$ cat src/rtl/ps2_host_tx.sv
// PS/2 host-to-device transmitter: sends one command byte with an inhibit, request-to-send, shift and ack sequence.
// Latency: INHIBIT_CYCLES + SETUP_CYCLES + 11 device clock periods + idle wait, from tx_start to the done pulse.
// Backpressure: tx_start is accepted only in IDLE; requests made while busy are dropped, never queued.
//
// Ports:
//   clk, rst                    system clock, synchronous active-high reset
//   tx_data, tx_start           byte to send and its one-cycle start request
//   busy, done                  transfer in progress / one-cycle completion pulse
//   ack_err, timeout_err        completion status, valid only while done is high
//   rx_inhibit                  tells the paired receiver to ignore line activity (equals busy)
//   ps2_clk_in, ps2_data_in     raw asynchronous line levels
//   ps2_clk_oe, ps2_data_oe     open-drain pull-low enables (1 = pull the line low)
module ps2_host_tx #(
    parameter int INHIBIT_CYCLES = 10000,
    parameter int SETUP_CYCLES   = 500,
    parameter int TIMEOUT_CYCLES = 2000000,
    parameter int FILTER_CYCLES  = 8
) (
    input  logic       clk,
    input  logic       rst,
    input  logic [7:0] tx_data,
    input  logic       tx_start,
    output logic       busy,
    output logic       done,
    output logic       ack_err,
    output logic       timeout_err,
    output logic       rx_inhibit,
    input  logic       ps2_clk_in,
    input  logic       ps2_data_in,
    output logic       ps2_clk_oe,
    output logic       ps2_data_oe
);

    // One counter serves the inhibit/setup phases and the watchdog.
    localparam int CW = $clog2(INHIBIT_CYCLES + SETUP_CYCLES + TIMEOUT_CYCLES + 1);
    localparam int FW = $clog2(FILTER_CYCLES + 1);

    typedef enum logic [2:0] {
        S_IDLE      = 3'd0,
        S_INHIBIT   = 3'd1,
        S_REQ       = 3'd2,
        S_SHIFT     = 3'd3,
        S_ACK       = 3'd4,
        S_WAIT_IDLE = 3'd5,
        S_DONE      = 3'd6
    } state_t;

    state_t          state;
    state_t          state_nxt;

    logic            clk_s1, clk_s2;
    logic            data_s1, data_s2;
    logic            clk_filt;
    logic [FW-1:0]   filt_cnt;
    logic            fall;

    logic [CW-1:0]   cnt;
    logic [3:0]      bit_cnt;
    logic [7:0]      tx_q;
    logic            par_q;
    logic            ack_err_q;
    logic            timeout_q;

    logic            watch;
    logic            wd_expire;
    logic [8:0]      frame;

    // Line synchronizers; idle lines are high, so reset to 1 to avoid a spurious edge.
    always_ff @(posedge clk) begin
        if (rst) begin
            clk_s1  <= 1'b1;
            clk_s2  <= 1'b1;
            data_s1 <= 1'b1;
            data_s2 <= 1'b1;
        end else begin
            clk_s1  <= ps2_clk_in;
            clk_s2  <= clk_s1;
            data_s1 <= ps2_data_in;
            data_s2 <= data_s1;
        end
    end

    // Clock deglitch: the filtered level follows the synced level only after
    // FILTER_CYCLES consecutive differing samples. fall is a registered strobe.
    always_ff @(posedge clk) begin
        if (rst) begin
            clk_filt <= 1'b1;
            filt_cnt <= '0;
            fall     <= 1'b0;
        end else begin
            fall <= 1'b0;
            if (clk_s2 == clk_filt) begin
                filt_cnt <= '0;
            end else if (filt_cnt == FW'(FILTER_CYCLES - 1)) begin
                clk_filt <= clk_s2;
                filt_cnt <= '0;
                fall     <= clk_filt;
            end else begin
                filt_cnt <= filt_cnt + 1'b1;
            end
        end
    end

    assign watch     = (state == S_SHIFT) || (state == S_ACK) || (state == S_WAIT_IDLE);
    // A device edge in the same cycle as expiry counts as progress, not a timeout.
    assign wd_expire = watch && !fall && (cnt == CW'(TIMEOUT_CYCLES - 1));
    assign frame     = {par_q, tx_q};

    // State register
    always_ff @(posedge clk) begin
        if (rst) begin
            state <= S_IDLE;
        end else begin
            state <= state_nxt;
        end
    end

    // Next-state logic
    always_comb begin
        state_nxt = state;
        case (state)
            S_IDLE: begin
                if (tx_start) state_nxt = S_INHIBIT;
            end
            S_INHIBIT: begin
                if (cnt == CW'(INHIBIT_CYCLES - 1)) state_nxt = S_REQ;
            end
            S_REQ: begin
                if (cnt == CW'(SETUP_CYCLES - 1)) state_nxt = S_SHIFT;
            end
            S_SHIFT: begin
                if (fall && bit_cnt == 4'd9) state_nxt = S_ACK;
                else if (wd_expire)          state_nxt = S_DONE;
            end
            S_ACK: begin
                if (fall)           state_nxt = S_WAIT_IDLE;
                else if (wd_expire) state_nxt = S_DONE;
            end
            S_WAIT_IDLE: begin
                if (clk_filt && data_s2) state_nxt = S_DONE;
                else if (wd_expire)      state_nxt = S_DONE;
            end
            S_DONE: begin
                state_nxt = S_IDLE;
            end
            default: begin
                state_nxt = S_IDLE;
            end
        endcase
    end

    // Datapath: phase/watchdog counter, bit counter, captured byte and status latches.
    always_ff @(posedge clk) begin
        if (rst) begin
            cnt       <= '0;
            bit_cnt   <= '0;
            tx_q      <= '0;
            par_q     <= 1'b0;
            ack_err_q <= 1'b0;
            timeout_q <= 1'b0;
        end else begin
            if (state == S_IDLE || state_nxt != state || (watch && fall)) begin
                cnt <= '0;
            end else begin
                cnt <= cnt + 1'b1;
            end

            if (state == S_REQ) begin
                bit_cnt <= '0;
            end else if (state == S_SHIFT && fall) begin
                bit_cnt <= bit_cnt + 1'b1;
            end

            if (state == S_IDLE && tx_start) begin
                tx_q      <= tx_data;
                par_q     <= ~^tx_data;
                ack_err_q <= 1'b0;
                timeout_q <= 1'b0;
            end

            if (state == S_ACK && fall) begin
                ack_err_q <= data_s2;
            end

            if (wd_expire) begin
                timeout_q <= 1'b1;
            end
        end
    end

    // Outputs
    always_comb begin
        busy        = 1'b0;
        done        = 1'b0;
        ack_err     = 1'b0;
        timeout_err = 1'b0;
        ps2_clk_oe  = 1'b0;
        ps2_data_oe = 1'b0;
        case (state)
            S_INHIBIT: begin
                busy       = 1'b1;
                ps2_clk_oe = 1'b1;
            end
            S_REQ: begin
                busy        = 1'b1;
                ps2_clk_oe  = 1'b1;
                ps2_data_oe = 1'b1;
            end
            S_SHIFT: begin
                busy = 1'b1;
                // n=0 keeps the start bit low; n=1..9 drive data LSB first then parity.
                if (bit_cnt == 4'd0) begin
                    ps2_data_oe = 1'b1;
                end else if (bit_cnt <= 4'd9) begin
                    ps2_data_oe = ~frame[bit_cnt - 4'd1];
                end
            end
            S_ACK, S_WAIT_IDLE: begin
                busy = 1'b1;
            end
            S_DONE: begin
                done        = 1'b1;
                ack_err     = ack_err_q;
                timeout_err = timeout_q;
            end
            default: begin
            end
        endcase
    end

    assign rx_inhibit = busy;

endmodule

$ cat config.mk
export PLATFORM = sky130hd
export DESIGN_NAME = ps2_host_tx
export DESIGN_NICKNAME = d
export VERILOG_FILES = /design/src/rtl/ps2_host_tx.sv
export SDC_FILE = /design/constraint.sdc
export NUM_CORES = 1
export LEC_CHECK = 0
export ABC_AREA = 1
export BUFFER_PORTS_ARGS = -buffer_cell sky130_fd_sc_hd__buf_2
export CAP_MARGIN = 10
export CORE_MARGIN = 3
export CORE_UTILIZATION = 65
export DETAILED_ROUTE_END_ITERATION = 6
export HOLD_SLACK_MARGIN = 0.1
export PLACE_DENSITY_LB_ADDON = 0.3
export SETUP_SLACK_MARGIN = 0.1
export SLEW_MARGIN = 20
export SYNTH_ARGS = -nofsm -noshare
export SYNTH_HDL_FRONTEND = slang
export SYNTH_SLANG_ARGS = --single-unit
$ cat constraint.sdc
create_clock -name clk -period 4.3 [get_ports clk]
set_clock_uncertainty 0.05 [all_clocks]
set_input_delay 0.86 -clock clk [delete_from_list [all_inputs] [get_ports clk]]
set_output_delay 0.86 -clock clk [all_outputs]
set_load 0.1 [all_outputs]
* Word-level counts from Yosys, hierarchy flattened
Cells that the tools add are included.
** Word-level totals
- Input port bits :: 13
- Output and inout port bits :: 7
- Logic and storage cells :: 82
- Register bits after elaboration :: 49
** Cells by class
- Reduce and logical (&&, ||, !) cells :: 25
- Bitwise operators :: 3
- Eq/ne operators :: 13
- Magnitude comparators :: 2
- Add/subtract/negate cells :: 4
- Muxes and demuxes :: 21
** Operator list (number)
- $add 21x1->21 const B :: 1
- $eq 21x14->1 const B :: 1
- $eq 21x21->1 const B :: 1
- $eq 21x9->1 const B :: 1
- $mux 3 :: 7
- $pmux 3 s6 :: 1
- $mux 1 :: 11
- $eq 3x3->1 const B :: 3
- $add 4x1->4 const B :: 2
- $logic_and 1x1->1 :: 8
- $reduce_xnor 8->1 :: 1
- $eq 3x2->1 const B :: 2
- $reduce_or 2->1 :: 3
- $reduce_or 3->1 :: 2
- $lt 4x5->1 const B :: 1
- $reduce_or 5->1 :: 1
- $bmux 1 s4 :: 1
- $eq 4x3->1 const B :: 1
- $eq 4x4->1 const B :: 1
- $le 4x4->1 const B :: 1
- $logic_not 4->1 :: 1
- $logic_or 1x1->1 :: 4
- $reduce_bool 2->1 :: 2
- $sub 4x1->4 const B :: 1
- other kinds (8) :: 10

* Longest topological paths before layout
- Depth after elaboration :: 12
- Mapped depth :: 14
- Gate-level depth less buffers :: 13

* Worst setup path before layout
Ideal clock, no wire load.
- Path kind :: register to output
- From :: register state[0]
- To :: output port ack_err
- Required time :: 3.390 ns
- Setup slack :: 0.642 ns
- Cell stages (with the launch flop) :: 4
- Data arrival time :: 2.748 ns
- Cells stage by stage :: dfxtp_1 > inv_2 > nand2_2 > nor3b_1
** Between the ends
- Longest elaborated chain between the ends :: 2
** RTL lines
- start, declared :: RTL line 48 : state_t state;
- start signal, assigned :: RTL line 114 : state <= state_nxt;
- $eq 3x3->1 :: RTL line 199 : case (state)
- $mux 1 :: RTL line 199
- end, declared :: RTL line 25 : output logic ack_err,
No other way between the ends.

* Final worst setup path
- From :: register bit_cnt[0]
- To :: output port ps2_data_oe
** Between the ends
- Longest elaborated chain between the ends :: 7
- Elaborated cells on any way between the ends :: 9
- Those cells by class :: add/sub (1); order compare (1); mux (5); bitwise (1); reduce/logical (1)
** RTL lines
- start, declared :: RTL line 58 : logic [3:0] bit_cnt;
- start signal, assigned :: RTL line 171 : bit_cnt <= bit_cnt + 1'b1;
- $sub 4x1->4 :: RTL line 215 : ps2_data_oe = ~frame[bit_cnt - 4'd1];
- $bmux 1 s4 :: RTL line 215
- $mux 1 (implied by the code) :: RTL line 215
- $not 1->1 :: RTL line 215
- $mux 1 :: RTL line 214 : end else if (bit_cnt <= 4'd9) begin
- $mux 1 * :: RTL line 212 : if (bit_cnt == 4'd0) begin
- $pmux 1 s2 * :: RTL line 199
- end, declared :: RTL line 31 : output logic ps2_data_oe
Every way passes the cells marked *; elsewhere a longest branch is shown, timed or not. The select of a mux whose other input is x is not followed.

==> results.md <==
* RSZ-0062 raised after global routing: false
* Max Slew Vio Count at 0
* Vias at 2543
* Total die area at ~0.005 sq mm
* Clk slew on worst S/H paths at 0.09 ns
* Netlist area before placement at 0.00281 sq mm
* Row Count at 23
* Hold_ws at 0.373 ns
* Place WS at 1.23 ns
* P&R area growth vs syn at 6.95%
* Hold_buf cts at 0
* Antenna violations before repair at 0
* DRC violations left at 0
* CORE AREA at 0.00409 sq mm
* Antenna-violating nets left at 0
* Die Y at roughly 72 um
* Synth Register Bits at 49
* Synth top area cells: dfxtp_1 35%, nand2_1 10%, nor2_1 7.5%
* Status: complete, no violations
* First-pass GRT wire length at between 10000 and 15000 um
* Startpoint types: flop
* Antenna cells at 0
* WP data arrival at 2.51 ns
* H-tree depth at 2
* Final Hold Viols at 0
* Count of final setup violators at 0
* Post-CTS Setup Bufs at 0
* Cts repair resizes at 0
* Total power at 0.819 mW
* Cells after Synth at 410
* Critical Path Fanout Max at 14
* Total Neg Setup Slack at 0 ns
* Gr usage total at 24.5%
* CTS root buf: clkbuf_8
* GP Congestion at roughly 0.9
* Clock share of power at 32.5%
* Total Wirelength at 5930 um
* Initial Utilization at between 60 and 70%
* IO Pins at 20
* Synth Warn # at 0
* Fin crit period at about 3.4 ns
* DR vias/cell at 5.31
* Worst min-delay path class: flop to flop
* WS Path Type: flop to output port
* Skew-Pair Late Insertion Delay at 0.29 ns
* Crit path required time at 3.39 ns
* CTS tree: done
* Longest Clk Path Bufs at 2
* Largest net degree at the start of global routing at 22
* CP endpoint kind: output port
* Worst path slowest cell: dfxtp_1
* Hpwl dp at 4490 um
* Post-DR wirelength/cell at 12.4 um
* Sequential share of power at 57.5%
* Int Pwr at 0.604 mW
* Final #Nets at approximately 450
* Layout cells sized above 1 at 17.9%
* IO Port Bufs at 19
* Cts bufs inserted at 5
* NetSw at 0.215 mW
* Synth Net Count at about 430
* Initial DRC Count at 178
* Fin util at 73.5%
* Sequential cell area fraction in the yosys report at between 30% and 40%
* Leakage at about 1.2 nW
* Max-Cap Viols at 0
* Max Freq at 292 MHz
* VDD IR max at between 0.2 and 0.25 mV
* Total gr overflow at 0
* Router iterations before antenna repair at 4
* Cells along the critical path: inv_1 > ha_1 > a21oi_1 > o21ai_0 > nand3_1 > nand3_1 > o311ai_0 > a21oi_1 > buf_2
* Switching Fraction at 26.3%
* Period utilization at 79.6%
* Power Dens Cells at 273 mW/mm^2
* Worst-margin pin slew at 0.648 ns
* Yosys top cell by area: dfxtp_1
* Comb pwr share at around a tenth
* Synth Area per Inst at 6.84 sq um
* Relative slew slack at roughly 57%
* Worst path max stage delay at about 0.60 ns
* Post-route setup slack at 0.876 ns
* CTS sink cnt at 49
* Die width at ~72 um
* Cell variety after synth at 33
* Via count of the first global-routing pass at 2475
* Synth top area share at 35.0%
[cell usage in the layout (no fill, tap or decap), drive strengths merged]
cell type  synthesis  routed
o21ai             15      15
nor2              85      85
nand3             30      30
inv               64      64
nand2             78      78
nor3               9       9
nor3b              3       3
clkbuf             4       6
xor2              20      20
a21oi             18      18
a32oi              1       1
ha                 5       5
nand4              7       7
dfxtp             49      49
xnor2              6       6
clkinvlp           0       2
a211oi             1       1
o211ai             3       3
buf                4      19
a31oi              1       1
or2                4       4
nor4               2       2
o311ai             1       1
[cell usage after synthesis (all sizes together)]
cell type   n
or2         4
a31oi       1
a21oi      18
o311ai      1
nor2       85
nor4        2
o21ai      15
xor2       20
a211oi      1
buf         4
a32oi       1
inv        64
dfxtp      49
nor3b       3
xnor2       6
nand4       7
nor3        9
ha          5
nand2      78
clkbuf      4
o211ai      3
nand3      30
[power groups by stage]
stage | Combinational, mW | Sequential, mW | Clock, mW
5_1_grt | 0.0902 | 0.472 | 0.290
3_5_place_dp | 0.0812 | 0.482 | 0
4_1_cts | 0.0818 | 0.471 | 0.273
2_1_floorplan | 0.0653 | 0.479 | 0
6_report | 0.0822 | 0.471 | 0.266
3_3_place_gp | 0.0789 | 0.481 | 0
[worst paths after layout]
| kind | slack, ns | from | cells past startpoint | endpoint |
|---|---|---|---|---|
| setup / recovery | 0.88 | bit_cnt[0] | 9 | ps2_data_oe |
| hold / removal | 0.37 | clk_s1 | 1 | clk_s2 |
| setup reg to reg | 1.82 | cnt[0] | 9 | cnt[9] |
| hold reg to reg | 0.37 | clk_s1 | 1 | clk_s2 |
[flip-flops by register name, summed over array words and instances, names as in the netlist, 3 cells and up]
signal and count:
state 3, tx_q 8, bit_cnt 4, cnt 21, filt_cnt 4
[critical path: cells and delay by family (launching register included)]
family          cells  cell delay [ns]
buf+inv             2             0.59
compound gates      4             0.43
flops               1             0.60
simple gates        2             0.19
fa+ha+maj           1             0.42
[metal layers]
metal / up-vias / global-route usage [%] / part of all wire, %
met2: 52 / 39.7 / 47
met5: - / 0 / 0
met3: 8 / 5.05 / 3.7
met4: 0 / 7.93 / 1.3
met1: 1161 / 32.6 / 48
li1: 1322 / - / -
[stage by stage]
stage               std cells  instance area (sq um)
floorplan                 410                   2810
global placement          471                   2910
detailed placement        471                   2910
CTS                       479                   3000
global route              479                   3000
finish                    479                   3000
[kinds of logic (layout without fill, tap and decap cells)]
| logic type | after synthesis | in the layout | synth area share (%) |
|---|---|---|---|
| and+or+nand+nor | 218 | 218 | 36.4 |
| buffers and inverters | 72 | 91 | 10.3 |
| DFF | 49 | 49 | 35.0 |
| AOI/OAI and AO/OA | 40 | 40 | 7.94 |
| xor gates and xnor gates | 26 | 26 | 8.11 |
| adders and majority gates | 5 | 5 | 2.23 |
[final cells by class]
type / instances / area, sq um
Clock buffer: 6 / 72.6
Clock inverter: 2 / 15.0
Fill cell: 335 / 1080
Inverter: 64 / 240
Multi-Input combinational cell: 289 / 1540
Sequential cell: 49 / 981
Tap cell: 50 / 62.6
Timing Repair Buffer: 19 / 95.1
No activity file was read; power rests on OpenSTA's default activity.
